==> src/rtl/letc_core_limp_arbiter.sv <==
// rtl/letc_core_limp_arbiter.sv - N-to-1 LIMP request arbiter with registered, locked grant.
// Optional: LETC_CORE_LIMP_ARB_FIXED_PRIO_EN selects fixed priority (channel 0 highest) instead of round-robin.
module letc_core_limp_arbiter #(
    parameter int NUM_CH = 3,
    parameter int AW     = 32,
    parameter int DW     = 32,
    parameter int IDXW   = $clog2(NUM_CH)
) (
    input  logic                 i_clk,
    input  logic                 i_rst,
    input  logic [NUM_CH-1:0]    i_req_valid,
    output logic [NUM_CH-1:0]    o_req_ready,
    input  logic [NUM_CH-1:0]    i_req_wen_nren,
    input  logic [NUM_CH*2-1:0]  i_req_size,
    input  logic [NUM_CH*AW-1:0] i_req_addr,
    input  logic [NUM_CH*DW-1:0] i_req_wdata,
    output logic [DW-1:0]        o_req_rdata,
    output logic [IDXW-1:0]      o_grant_idx,
    output logic                 o_busy,
    output logic                 o_valid,
    input  logic                 i_ready,
    output logic                 o_wen_nren,
    output logic [1:0]           o_size,
    output logic [AW-1:0]        o_addr,
    output logic [DW-1:0]        o_wdata,
    input  logic [DW-1:0]        i_rdata
);

    generate
        if (NUM_CH < 2) begin : g_bad_num_ch
            $error("letc_core_limp_arbiter: NUM_CH must be >= 2");
        end
    endgenerate

    typedef enum logic {
        ST_IDLE,
        ST_BUSY
    } state_t;

    state_t          r_state;
    logic [IDXW-1:0] r_grant;
`ifndef LETC_CORE_LIMP_ARB_FIXED_PRIO_EN
    logic [IDXW-1:0] r_last;
`endif

    logic [1:0]      w_size_ch  [NUM_CH];
    logic [AW-1:0]   w_addr_ch  [NUM_CH];
    logic [DW-1:0]   w_wdata_ch [NUM_CH];
    logic [IDXW-1:0] w_winner;
    logic [IDXW-1:0] w_lo;
    logic [IDXW-1:0] w_hi;
    logic            w_hi_found;
    logic            w_any;
    logic            w_in_busy;
    logic            w_sel_valid;
    logic            w_complete;

    for (genvar c = 0; c < NUM_CH; c++) begin : g_split
        assign w_size_ch[c]  = i_req_size[2*c +: 2];
        assign w_addr_ch[c]  = i_req_addr[AW*c +: AW];
        assign w_wdata_ch[c] = i_req_wdata[DW*c +: DW];
    end

    // w_lo is the lowest valid channel; w_hi the lowest valid channel above the last grant.
    always_comb begin
        w_lo       = '0;
        w_hi       = '0;
        w_hi_found = 1'b0;
        for (int c = NUM_CH - 1; c >= 0; c--) begin
            if (i_req_valid[c]) begin
                w_lo = IDXW'(c);
`ifndef LETC_CORE_LIMP_ARB_FIXED_PRIO_EN
                if (IDXW'(c) > r_last) begin
                    w_hi       = IDXW'(c);
                    w_hi_found = 1'b1;
                end
`endif
            end
        end
    end

`ifdef LETC_CORE_LIMP_ARB_FIXED_PRIO_EN
    assign w_winner = w_lo;
`else
    assign w_winner = w_hi_found ? w_hi : w_lo;
`endif

    assign w_any       = |i_req_valid;
    assign w_in_busy   = (r_state == ST_BUSY);
    assign w_sel_valid = i_req_valid[r_grant];
    assign w_complete  = o_valid && i_ready;

    always_ff @(posedge i_clk or posedge i_rst) begin
        if (i_rst) begin
            r_state <= ST_IDLE;
            r_grant <= '0;
`ifndef LETC_CORE_LIMP_ARB_FIXED_PRIO_EN
            r_last  <= IDXW'(NUM_CH - 1);
`endif
        end else begin
            case (r_state)
                ST_IDLE: begin
                    if (w_any) begin
                        r_grant <= w_winner;
                        r_state <= ST_BUSY;
                    end
                end
                ST_BUSY: begin
                    if (w_complete) begin
`ifndef LETC_CORE_LIMP_ARB_FIXED_PRIO_EN
                        r_last  <= r_grant;
`endif
                        r_state <= ST_IDLE;
                    end else if (!w_sel_valid) begin
                        // Requester abandoned its transaction: drop it without touching fairness state.
                        r_state <= ST_IDLE;
                    end
                end
                default: r_state <= ST_IDLE;
            endcase
        end
    end

    assign o_valid     = w_in_busy && w_sel_valid;
    assign o_busy      = w_in_busy;
    assign o_grant_idx = r_grant;
    assign o_wen_nren  = w_in_busy && i_req_wen_nren[r_grant];
    assign o_size      = w_in_busy ? w_size_ch[r_grant]  : 2'b00;
    assign o_addr      = w_in_busy ? w_addr_ch[r_grant]  : '0;
    assign o_wdata     = w_in_busy ? w_wdata_ch[r_grant] : '0;
    assign o_req_rdata = w_complete ? i_rdata : '0;

    always_comb begin
        o_req_ready = '0;
        if (w_complete) begin
            o_req_ready[r_grant] = 1'b1;
        end
    end

`ifndef SYNTHESIS
    a_no_abandon: assert property (@(posedge i_clk) disable iff (i_rst)
        w_in_busy |-> w_sel_valid);
`endif

endmodule

==> config.mk <==
export PLATFORM = sky130hd
export DESIGN_NAME = letc_core_limp_arbiter
export DESIGN_NICKNAME = d
export VERILOG_FILES = /design/src/rtl/letc_core_limp_arbiter.sv
export SDC_FILE = /design/constraint.sdc
export NUM_CORES = 1
export LEC_CHECK = 0
export ABC_AREA = 1
export CORE_AREA = 4 4 133 135
export CTS_CLUSTER_DIAMETER = 40
export DETAILED_ROUTE_END_ITERATION = 16
export DIE_AREA = 0 0 137 139
export GPL_ROUTABILITY_DRIVEN = 0
export PLACE_DENSITY = 0.51
export SETUP_SLACK_MARGIN = 0.2
export SLEW_MARGIN = 15
export SYNTH_ARGS = -nofsm -noshare
export SYNTH_HDL_FRONTEND = slang
export SYNTH_SLANG_ARGS = --single-unit
==> constraint.sdc <==
create_clock -name i_clk -period 1.9 [get_ports i_clk]
set_clock_uncertainty 0.2 [all_clocks]
set_input_delay 0.38 -clock i_clk [delete_from_list [all_inputs] [get_ports i_clk]]
set_output_delay 0.38 -clock i_clk [all_outputs]
set_load 0.01 [all_outputs]
==> reports/results.tsv <==
metric	value	unit
outcome	finished, violations left	
violations	setup timing	
synth.most_common_cell	nand2_1	
diodes	0	
num-fill-cells	1570	
cts_root_buffer	clkbuf_16	
cts_buffer_depth	2	
cpMostUsedCell	nand3_4	
initial_utilization	0.139	
drt_iter0_markers	82	
fin_cells	1183	
synth_top_family_by_area	simple AND/OR/NAND/NOR gates	
synthCells	543	
grt_pass1_wl	24200	um
vdd_drop_max	0.000725	V
cts_tree	built	
synth_common_cells	279 x nand2_1, 107 x inv_1, 71 x nand3_1	
crit_chain	clkdlybuf4s50_1, nand3_2, nand3_4, nand3_4, clkbuf_16, nor2_2, buf_2	
io_pins	345	
crit_slowest_cell	clkdlybuf4s50_1	
synth_nets	782	
yosysTopAreaCell	nand2_1	
place_area	0.00633	sq mm
worstMarginPinSlew	0.215	ns
powerDensity	1290	mW/mm^2
synthArstFlopShare	1.00	
drcViolationCount	0	
routed_via_density	4.13	
crit_buf_inv	3	
dr.pass1.iters	4	
total_leakage_power	4.79	nW
hpwlAfterDp	13000	um
layout-drive-gt1-share	0.497	
clkLatencyLatePin	0.23	ns
fin_nets	1203	
synthFlopType	dfrtp_1	
synth.top_cell.area_share	0.457	
die_h	139	um
hold_class	in2async	
synth_area	0.00229	sq mm
numCtsBuffers	3	
yosys.area_share.simple	0.689	
first_global_vias	4462	
dr_total_vias	4888	
maxCapViolCount	0	
grt_max_degree	34	
area_growth	281	%
rows	47	
endpoint_kind	output port	
grt_overflow_total	0	
start_kind	primary input	
cts_sinks	5	
ys_top_cells_by_area	nand2_1 46%, inv_1 18%, nand3_1 16%, nor2_1 5.9%, dfrtp_1 4.4%	
period_minus_slack	2.31	ns
max_freq	433	MHz
die_w	137	um
synth.area.mux_share	0	
syn_avg_cell_area	4.22	sq um
rsz0062_at_grt	true	
setup_ws	-0.409	ns
worst-setup-path-type	in2out	
drtAntennaViolNets	0	
post_drt_wl_per_cell	16.7	um
synth_xor_area_frac	0	
fin_area	0.00873	sq mm
critical-path-top-delay-family	buffers and inverters	
period_share	1.22	
hold_viol_final	0	
yosysSeqAreaShare	0.0551	
synth_cell_types	17	
cp.required	1.32	ns
portBuffers	344	
yosysWarnings	0	
synth-compound-area-share	0.0120	
routed_wl	19800	um
clk_pin_slew	0.03	ns
slew_violations	0	
die_area	0.0190	sq mm
coreArea	0.0165	sq mm
place_inst	1104	
antenna_found_initial	0	
crit_fanout	8	
slew_headroom	0.856	
grt_use_total	0.163	
yosys_register_bits	5	
setup_violations	103	
synthAdderAreaFrac	0	
crit_arrival	1.73	ns
slowest_delay	0.51	ns
synth_edf_count	0	
htree_levels	1	
[timing repair]
item                                   CTS  global route
gates cloned                             9            12
pin swaps                                9            54
setup endpoints to repair              106           106
endpoints found under the hold margin    0             0
resized for setup                      361           489
buffers inserted                        20            34
hold buffers                             0             0
[worst reg2reg max path, cell delays in order, from the launching register on]
cell	delay (ns)
dfrtp_2	0.44
nor2_4	0.17
buf_6	0.14
nand2_4	0.05
nand3_4	0.08
nand3_4	0.18
buf_4	0.19
nand2_1	0.05
nand2_1	0.04
[report_power, final]
part	internal (W)	switching [W]	total [W]
registers	0.000171	0.0000744	0.000246
logic	0.00579	0.00489	0.0107
clock network	0.000278	0.0000685	0.000347
[cells by family (layout without fill, tap and decap cells)]
| family | after synthesis | after routing |
|---|---|---|
| AND/OR/NAND/NOR | 392 | 392 |
| buffers and inverters | 141 | 561 |
| AO/OA/AOI/OAI | 5 | 5 |
| flip-flops | 5 | 5 |
[cell usage in the layout (no fill, tap or decap)]
cell             count
a21oi_1              1
buf_12              27
buf_16              10
buf_2               33
buf_4               30
buf_6               89
buf_8                7
clkbuf_1             1
clkbuf_16           14
clkdlybuf4s50_1    237
dfrtp_1              1
dfrtp_2              3
dfstp_2              1
dlymetal6s2s_1       4
inv_1               92
inv_2               16
inv_4                1
nand2_1            134
nand2_2             87
nand2_4             58
nand3_1              5
nand3_2             64
nand3_4              3
nand4_1              2
nor2_1               3
nor2_2              10
nor2_4              26
o21ai_0              3
o21bai_1             1
[per-layer routing]
layer | part of all wire | vias to the layer above | track usage
li1 | - | 2418 | -
met5 | 0 | - | 0
met1 | 0.34 | 2227 | 0.161
met3 | 0.10 | 21 | 0.0581
met2 | 0.54 | 222 | 0.315
met4 | 0.018 | 0 | 0.0415
[registers in the layout (all words and copies together), names as in the netlist]
register / flops
o_busy: 1
o_grant_idx: 2
r_last: 2
[stage by stage]
step | total power, W | worst slack (ns) | hold WS, ns | utilization | TNS (ns)
6_report | 0.0113 | -0.409 | 0.170 | 0.530 | -30.68
5_1_grt | 0.0120 | -0.473 | 0.203 | 0.530 | -37.19
4_1_cts | 0.00818 | -0.459 | 0.177 | 0.423 | -36.57
3_5_place_dp | 0.00663 | -0.721 | 0.265 | 0.385 | -51.49
3_3_place_gp | 0.00665 | -0.705 | 0.277 | 0.385 | -51.14
2_1_floorplan | 0.00315 | 0.116 | -0.0423 | - | 0
[cell type report]
type                       instances  area [sq um]  share of cell area
timing repair buffer             448          5010               0.574
inverter                         109           412              0.0471
sequential                         5           130              0.0149
clock buffer                       4          78.8             0.00903
multi-input combinational        397          2830               0.324
tap                              220           275              0.0315
[final timing paths]
path / slack (ns) / cells past startpoint / to / from
max in group asynchronous: 1.08 / 2 / r_last[1] / i_rst
max reg2reg: 0.26 / 8 / r_last[0] / o_grant_idx[1]
min in group i_clk: 0.28 / 2 / r_last[0] / r_last[0]
max: -0.41 / 7 / o_req_rdata[9] / i_req_valid[2]
min reg2reg: 0.28 / 2 / r_last[0] / r_last[0]
min: 0.17 / 2 / r_last[0] / i_rst
Power figures use the tool's default switching activity.
